<file path="config.mk">
export PLATFORM = sky130hd
export DESIGN_NAME = mem_port_arbiter
export DESIGN_NICKNAME = d
export VERILOG_FILES = /design/src/rtl/mem_arb_pkg.sv /design/src/rtl/mem_arb_rr_picker.sv /design/src/rtl/mem_port_arbiter.sv
export SDC_FILE = /design/constraint.sdc
export NUM_CORES = 1
export LEC_CHECK = 0
export CAP_MARGIN = 20
export CORE_ASPECT_RATIO = 0.75
export CORE_UTILIZATION = 38
export DETAILED_ROUTE_END_ITERATION = 6
export GPL_ROUTABILITY_DRIVEN = 0
export GPL_TIMING_DRIVEN = 0
export PLACE_DENSITY = 0.77
export SKIP_LAST_GASP = 1
export SYNTH_ARGS = -nofsm -noshare
export SYNTH_HDL_FRONTEND = slang
export SYNTH_SLANG_ARGS = --single-unit
</file>
<file path="constraint.sdc">
create_clock -name clk -period 5.2 [get_ports clk]
set_clock_uncertainty 0.2 [all_clocks]
set_input_delay 0.78 -clock clk [delete_from_list [all_inputs] [get_ports clk]]
set_output_delay 0.78 -clock clk [all_outputs]
set_load 0.01 [all_outputs]
</file>
<file path="src/rtl/mem_arb_pkg.sv">
// Shared types and constants for the two-port memory arbiter.
// The MEM_ARB_TIMEOUT_EN macro (used by mem_port_arbiter) gives TIMEOUT_READ_VAL its meaning.
package mem_arb_pkg;

    typedef enum logic [1:0] {
        IDLE  = 2'd0,
        ISSUE = 2'd1,
        WAIT  = 2'd2,
        DONE  = 2'd3
    } state_t;

    typedef enum logic {
        OP_READ  = 1'b0,
        OP_WRITE = 1'b1
    } op_t;

    typedef logic port_id_t;

    localparam logic [31:0] TIMEOUT_READ_VAL = 32'hDEAD_BEEF;

endpackage

</file>
<file path="src/rtl/mem_arb_rr_picker.sv">
// Combinational round-robin choice between two requesters.
// On a tie the port that did not win last time is chosen.
module mem_arb_rr_picker
    import mem_arb_pkg::*;
(
    input  logic [1:0] req,
    input  port_id_t   last_grant,
    output logic       grant_valid,
    output port_id_t   grant_id
);

    always_comb begin
        // NOTE: every output gets a value before any branch, so no latch can be inferred.
        grant_valid = |req;
        grant_id    = req[1];
        if (&req) begin
            grant_id = ~last_grant;
        end
    end

endmodule

</file>
<file path="src/rtl/mem_port_arbiter.sv">
// Serialises two level-held requesters onto one single-command memory port.
// Optional WAIT watchdog enabled by defining MEM_ARB_TIMEOUT_EN.
module mem_port_arbiter
    import mem_arb_pkg::*;
#(
    parameter int ADDR_W         = 32,
    parameter int DATA_W         = 32,
    parameter int TIMEOUT_CYCLES = 1024
) (
    input  logic              clk,
    input  logic              reset,
    input  logic [ADDR_W-1:0] p0_addr,
    input  logic              p0_read_en,
    input  logic              p0_write_en,
    input  logic [DATA_W-1:0] p0_write_val,
    output logic [DATA_W-1:0] p0_read_val,
    output logic              p0_response,
    output logic              p0_error,
    input  logic [ADDR_W-1:0] p1_addr,
    input  logic              p1_read_en,
    input  logic              p1_write_en,
    input  logic [DATA_W-1:0] p1_write_val,
    output logic [DATA_W-1:0] p1_read_val,
    output logic              p1_response,
    output logic              p1_error,
    output logic [ADDR_W-1:0] mem_addr,
    output logic              mem_read_en,
    output logic              mem_write_en,
    output logic [DATA_W-1:0] mem_write_val,
    input  logic [DATA_W-1:0] mem_read_val,
    input  logic              mem_response,
    output logic              busy,
    output port_id_t          grant_id
);

    state_t   state;
    op_t      op;
    port_id_t last_grant;

    logic [1:0]        req;
    logic              pick_valid;
    port_id_t          pick_id;
    logic [ADDR_W-1:0] sel_addr;
    logic [DATA_W-1:0] sel_write_val;
    logic              sel_write;

    assign req           = {p1_read_en | p1_write_en, p0_read_en | p0_write_en};
    assign sel_addr      = pick_id ? p1_addr      : p0_addr;
    assign sel_write_val = pick_id ? p1_write_val : p0_write_val;
    assign sel_write     = pick_id ? p1_write_en  : p0_write_en;
    assign busy          = (state != IDLE);

    mem_arb_rr_picker u_picker (
        .req         (req),
        .last_grant  (last_grant),
        .grant_valid (pick_valid),
        .grant_id    (pick_id)
    );

`ifdef MEM_ARB_TIMEOUT_EN
    localparam int CNT_W = (TIMEOUT_CYCLES > 1) ? $clog2(TIMEOUT_CYCLES) : 1;
    logic [CNT_W-1:0] wait_cnt;
`endif

    always_ff @(posedge clk or posedge reset) begin
        if (reset) begin
            state         <= IDLE;
            op            <= OP_READ;
            last_grant    <= 1'b1;
            grant_id      <= 1'b0;
            mem_addr      <= '0;
            mem_write_val <= '0;
            mem_read_en   <= 1'b0;
            mem_write_en  <= 1'b0;
            p0_read_val   <= '0;
            p1_read_val   <= '0;
            p0_response   <= 1'b0;
            p1_response   <= 1'b0;
            p0_error      <= 1'b0;
            p1_error      <= 1'b0;
`ifdef MEM_ARB_TIMEOUT_EN
            wait_cnt      <= '0;
`endif
        end else begin
            // NOTE: non-blocking assignments throughout; pulse outputs default low and are raised below.
            mem_read_en  <= 1'b0;
            mem_write_en <= 1'b0;
            p0_response  <= 1'b0;
            p1_response  <= 1'b0;
            p0_error     <= 1'b0;
            p1_error     <= 1'b0;

            unique case (state)
                IDLE: begin
                    if (pick_valid) begin
                        grant_id      <= pick_id;
                        last_grant    <= pick_id;
                        mem_addr      <= sel_addr;
                        mem_write_val <= sel_write_val;
                        op            <= sel_write ? OP_WRITE : OP_READ;
                        mem_write_en  <= sel_write;
                        mem_read_en   <= ~sel_write;
                        state         <= ISSUE;
                    end
                end
                ISSUE: begin
                    state <= WAIT;
`ifdef MEM_ARB_TIMEOUT_EN
                    wait_cnt <= '0;
`endif
                end
                WAIT: begin
                    if (mem_response) begin
                        if (op == OP_READ) begin
                            if (grant_id) p1_read_val <= mem_read_val;
                            else          p0_read_val <= mem_read_val;
                        end
                        p0_response <= ~grant_id;
                        p1_response <= grant_id;
                        state       <= DONE;
                    end
`ifdef MEM_ARB_TIMEOUT_EN
                    // A response arriving on the expiry cycle takes priority over the timeout.
                    else if (wait_cnt == CNT_W'(TIMEOUT_CYCLES - 1)) begin
                        if (grant_id) p1_read_val <= DATA_W'(TIMEOUT_READ_VAL);
                        else          p0_read_val <= DATA_W'(TIMEOUT_READ_VAL);
                        p0_response <= ~grant_id;
                        p1_response <= grant_id;
                        p0_error    <= ~grant_id;
                        p1_error    <= grant_id;
                        state       <= DONE;
                    end else begin
                        wait_cnt <= wait_cnt + 1'b1;
                    end
`endif
                end
                DONE: begin
                    state <= IDLE;
                end
                default: begin
                    state <= IDLE;
                end
            endcase
        end
    end

endmodule

</file>
==> flow_metrics.tcl, run 1 <==
set metrics [dict create \
    status "finished, final reports clean" \
    antenna_left 0 \
    grt_pass1_vias 5500 \
    clkSinkCount 137 \
    period_needed_ns 2.919 \
    clkLatencyLatePin_ns 0.42 \
    seq_power_share 0.318 \
    cp.buffers_inverters 4 \
    tightest_slew_ns 1.045 \
    start_kind "flop" \
    cts_buffers 17 \
    antenna_found_initial 0 \
    maxSlewHeadroom 0.2985 \
    drc 0 \
    rsz0062_at_grt "false" \
    cts_setup_buffers 0 \
    cp_slowest_stage_delay_ns 0.52 \
    path_class "flop to output port" \
    setup_viol 0 \
    r2r_setup_slack_ns 2.78 \
    p_total_uw 5932 \
    place.detailed.hpwl_um 13990 \
    antenna_cells 0 \
    die-area_um2 16030 \
    clockPowerShare 0.205 \
    clockBufferDepth 2 \
    grt_use_total 0.2449 \
    portBuffers 299 \
    path_max_fanout 7 \
    area_delta_synth_final_pct 65.78 \
    placed_cells_incl_taps 1048 \
    yosysWarnings 0 \
    cts_resized 0 \
    fin_area_um2 9776 \
    maxCapViolations 0 \
    ys_types 29 \
    io_pins 303 \
    viasPerCell 5.118 \
    finalHoldViolCount 0 \
    max-vdd-ir-drop_mv 0.2979 \
    h-tree-depth 4 \
    cts_tree "built" \
    grt_remaining_overflow 0 \
    nets 1031 \
    period_share 0.5613 \
    intPower_uw 3879 \
    place_area_um2 9183 \
    hold_buffers 0 \
    fp.dieW_um 145.8 \
    syn_avg_cell_area_um2 10.88 \
    ys_seq_area_frac 0.5816 \
    cp.required_ns 4.22 \
    power.switching_uw 2053 \
    wl_um 19280 \
    stdcell_count 1079 \
    num_vias 5522 \
    drt-initial-drc-count 340 \
    routedWlPerCell_um 17.87 \
    power_density_nw_per_um2 606.8 \
    synth_cells 542 \
    rows 39 \
    core_area_um2 15180 \
    initial_core_util 0.3886 \
    swShare 0.3460 \
    cts-root-buf "clkbuf_16" \
    path_delay_family "buffers and inverters" \
    power_frac_comb 0.476 \
    p_leak_uw 0.003957 \
    fin_hold_ws_ns 0.2876 \
    grt_first_pass_wirelength_um 29860 \
    critPathSlowestCell "clkdlybuf4s50_1" \
    path_cells "inv_1, ha_1, clkbuf_1, inv_1, clkdlybuf4s50_1" \
    path_clk_slew_ns 0.06 \
    cp.arrival_ns 1.94 \
    setup-tns-final_ns 0 \
    die_h_um 109.9 \
    grt_max_degree 70 \
    layout-drive-gt1-share 0.1407 \
    cpMostUsedCell "inv_1" \
    nFillCells 1206 \
    final_common_cell "clkdlybuf4s50_1" \
    endpoint_kind "output port" \
    hold_path_class "flop to flop" \
    slew_viol_final 0 \
    syn_area_um2 5897 \
    synth_seq_cells 137 \
    firstDrtPassIters 5 \
    final_cell_mix "299 x clkdlybuf4s50_1, 136 x dfrtp_1, 68 x nor2_1" \
    fmax_ghz 0.3426 \
]
==> power by group through the flow <==
stage / Combinational [uW] / Clock [uW] / Sequential [uW]
after floorplan: 1060 / 0 / 2120
after global placement: 2780 / 0 / 1880
after detailed placement: 2830 / 0 / 1900
after CTS: 2840 / 1240 / 1890
after global routing: 3060 / 1290 / 1960
final: 2830 / 1220 / 1890
==> per-layer routing <==
metal	routed length (um)	track usage
met3	1590	0.08174
met2	9289	0.3978
met4	282	0.07444
met5	0	0
met1	8118	0.3119
==> logic make-up (layout without fill, tap and decap cells) <==
family / after synthesis / after routing / synth area share
AOI/OAI and AO/OA: 203 / 203 / 0.1946
and+or+nand+nor: 77 / 77 / 0.05198
other: 1 / 2 / 0.0006359
DFF: 137 / 137 / 0.5816
buffers and inverters: 57 / 388 / 0.04286
adders and majority gates: 2 / 2 / 0.004243
muxes: 65 / 65 / 0.1241
==> synth_stat cells <==
master | count | area share
a21oi_1 | 65 | 0.055
a22o_1 | 2 | 0.0030
a31oi_1 | 64 | 0.068
a32oi_1 | 1 | 0.0015
and3_1 | 1 | 0.0011
and3b_1 | 1 | 0.0015
buf_1 | 3 | 0.0019
buf_2 | 19 | 0.016
buf_4 | 4 | 0.0051
clkbuf_1 | 26 | 0.017
conb_1 | 1 | 0.00064
dfrtp_1 | 136 | 0.58
dfstp_2 | 1 | 0.0045
ha_1 | 2 | 0.0042
inv_1 | 5 | 0.0032
mux2_1 | 1 | 0.0019
mux2_2 | 64 | 0.12
nand2_1 | 2 | 0.0013
nand2b_1 | 2 | 0.0021
nor2_1 | 68 | 0.043
nor3_1 | 2 | 0.0017
o21a_1 | 2 | 0.0025
o21ai_0 | 64 | 0.054
o21ai_1 | 1 | 0.00085
o22a_1 | 1 | 0.0015
o31ai_1 | 1 | 0.0013
o41a_1 | 1 | 0.0019
o41ai_4 | 1 | 0.0047
or2_2 | 1 | 0.0011
==> cell type report <==
class / instances / area [um2] / share of cell area
Multi-Input combinational cell: 349 / 2218 / 0.2269
Clock buffer: 19 / 452.9 / 0.04633
Sequential cell: 137 / 3430 / 0.3508
Inverter: 5 / 23.77 / 0.002432
Timing Repair Buffer: 300 / 3020 / 0.3090
Tap cell: 205 / 256.5 / 0.02624
Buffer: 52 / 234.0 / 0.02393
Clock inverter: 12 / 140.1 / 0.01434
==> state kept, by name, summed over array words and instances (netlist names) <==
name,flops
mem_addr,32
mem_write_val,32
p0_read_val,32
p1_read_val,32
state,2
grant_id,1
last_grant,1
mem_read_en,1
mem_write_en,1
op,1
p0_response,1
p1_response,1
==> worst register-to-register path: stages (launching register included) <==
cell,delay (ns)
dfrtp_1,0.37
inv_1,0.09
ha_1,0.22
nand2_1,0.08
nor3_1,0.57
buf_2,0.39
mux2_2,0.38
==> metrics by stage <==
stage | utilization | setup slack [ns]
6_report | 0.6442 | 2.281
5_1_grt | 0.6442 | 2.145
4_1_cts | 0.6442 | 2.262
3_5_place_dp | 0.6051 | 2.014
3_3_place_gp | 0.6029 | -1.442
2_1_floorplan | - | 0.5538
==> worst paths after layout <==
check / start / to / depth (start not counted)
setup reg to reg: state[0] / p0_read_val[19] / 6
hold / removal: state[0] / state[0] / 1
max in group asynchronous: reset / mem_write_val[20] / 3
hold reg to reg: state[0] / state[0] / 1
setup / recovery: state[0] / busy / 5
min in group asynchronous: reset / p1_read_val[3] / 2
(Power assumes the default switching activity.)
==> run 2: changes to the inputs <==
--- a/config.mk
+++ b/config.mk
@@ -7,7 +7,7 @@
 export LEC_CHECK = 0
 export CAP_MARGIN = 20
 export CORE_ASPECT_RATIO = 0.75
-export CORE_UTILIZATION = 38
+export CORE_UTILIZATION = 36
 export DETAILED_ROUTE_END_ITERATION = 6
 export GPL_ROUTABILITY_DRIVEN = 0
 export GPL_TIMING_DRIVEN = 0
==> constraint.sdc (replaced) <==
create_clock -name clk -period 2.4 [get_ports clk]
set_clock_uncertainty 0.2 [all_clocks]
set_input_delay 0.36 -clock clk [delete_from_list [all_inputs] [get_ports clk]]
set_output_delay 0.36 -clock clk [all_outputs]
set_load 0.01 [all_outputs]
==> run 2 against run 1 <==
Setup slack got worse by 2.2 ns. Non-clock buffer count grew 1. Cell count up 0.65%. Design area is 0.15% higher. Critical endpoint unchanged. Largest power group unchanged.
==> flow_metrics.tcl, run 2 (synthesis gave the netlist of run 1 again) <==
set metrics [dict create \
    nFillCells 1354 \
    swShare 0.3515 \
    period_needed_ns 2.282 \
    num_vias 5561 \
    period_share 0.9508 \
    maxSlewHeadroom 0.4737 \
    place.detailed.hpwl_um 14570 \
    portBuffers 299 \
    p_leak_uw 0.003945 \
    final_cell_mix "299 x clkdlybuf4s50_1, 136 x dfrtp_1, 68 x nor2_1" \
    status "finished, final reports clean" \
    intPower_uw 8269 \
    die_h_um 112.8 \
    path_delay_family "buffers and inverters" \
    power_frac_comb 0.480 \
    layout-drive-gt1-share 0.1450 \
    fmax_ghz 0.4382 \
    r2r_start "state[0]" \
    path_max_fanout 7 \
    cpMostUsedCell "inv_1" \
    critPathSlowestCell "clkdlybuf4s50_1" \
    grt_use_total 0.2336 \
    antenna_left 0 \
    start_kind "flop" \
    area_delta_synth_final_pct 66.03 \
    multi_input_area_um2 2226 \
    setup-tns-final_ns 0 \
    stdcell_count 1086 \
    setup_viol 0 \
    rsz0062_at_grt "false" \
    firstDrtPassIters 7 \
    antenna_found_initial 0 \
    cts_setup_buffers 0 \
    seq_power_share 0.321 \
    path_class "flop to output port" \
    initial_core_util 0.3682 \
    endpoint_kind "output port" \
    rows 40 \
    power.switching_uw 4482 \
    seqCellArea_um2 3430 \
    drc 0 \
    hold_path_class "input port to async pin" \
    tightest_slew_ns 0.7842 \
    finalHoldViolCount 0 \
    final_core_util 0.6113 \
    power_density_nw_per_um2 1302 \
    cp_slowest_stage_delay_ns 0.50 \
    h-tree-depth 4 \
    grt_remaining_overflow 0 \
    maxCapViolations 0 \
    nets 1032 \
    slew_viol_final 0 \
    wl_um 19650 \
    path_cells "inv_1, ha_2, inv_1, clkdlybuf4s50_1" \
    fin_area_um2 9791 \
    final_common_cell "clkdlybuf4s50_1" \
    antenna_cells 0 \
    fp.dieW_um 149.8 \
    cp.arrival_ns 1.72 \
    max-vdd-ir-drop_mv 0.6487 \
    cp.required_ns 1.84 \
    clkSinkCount 137 \
    crit_start "state[0]" \
    routedWlPerCell_um 18.09 \
    hold_buffers 0 \
    cts_buffers 17 \
    place_area_um2 9220 \
    grt_max_degree 43 \
    drt-initial-drc-count 307 \
    cp.buffers_inverters 3 \
    path_clk_slew_ns 0.06 \
    viasPerCell 5.121 \
    grt_pass1_vias 5402 \
    clkLatencyLatePin_ns 0.41 \
    clockBufferDepth 2 \
    cts_resized 0 \
    grt_first_pass_wirelength_um 30110 \
    placed_cells_incl_taps 1055 \
    cts_tree "built" \
    cts-root-buf "clkbuf_16" \
    clockPowerShare 0.199 \
    core_area_um2 16020 \
    die-area_um2 16900 \
    io_pins 303 \
]
[run 2: layout make-up]
class | instances | area share
tap | 210 | 0.02684
buffer | 51 | 0.02351
timing repair buffer | 302 | 0.3118
inverter | 5 | 0.002300
clock buffer | 18 | 0.04383
multi-input combinational | 349 | 0.2273
sequential | 137 | 0.3503
clock inverter | 14 | 0.01406
[run 2: power groups by stage]
stage                     clock (uW)  sequential (uW)  combinational [uW]
final                           2530             4090                6120
after global routing            2700             4230                6600
after CTS                       2590             4090                6160
after detailed placement           0             4120                6140
after global placement             0             4070                6030
after floorplan                    0             4600                2300
[run 2: path summary, 6_finish.rpt]
| kind | end | slack [ns] | cells past startpoint |
|---|---|---|---|
| max | busy | 0.12 | 4 |
| min | p1_read_val[14] | 0.20 | 2 |
| max reg2reg | mem_write_val[1] | 0.23 | 7 |
| min reg2reg | state[0] | 0.30 | 1 |
| max in group asynchronous | last_grant | 1.17 | 3 |
| min in group clk | mem_write_en | 0.28 | 3 |
[run 2: routing by layer]
metal | vias to the layer above | routed length, um | global-route usage
met4 | 0 | 288 | 0.07475
met1 | 2698 | 8388 | 0.3105
li1 | 2591 | - | -
met2 | 251 | 9350 | 0.3713
met5 | - | 0 | 0
met3 | 21 | 1618 | 0.06210
[run 2: per-stage QoR]
step	power (uW)	worst slack (ns)	hold WS (ns)
detailed placement	10260	-0.1659	0.2824
global route	13520	0.02948	0.2170
global placement	10100	-1.191	0.2737
floorplan	6898	0.1337	0.2600
finish	12750	0.1181	0.1965
CTS	12850	0.02372	0.1965
[run 2: worst register-to-register path, stage by stage (launching register included)]
cell and delay [ns]:
dfrtp_1 0.38, inv_1 0.09, ha_2 0.29, o41a_1 0.21, buf_2 0.24, buf_1 0.44, nor2_1 0.08, a21oi_1 0.16
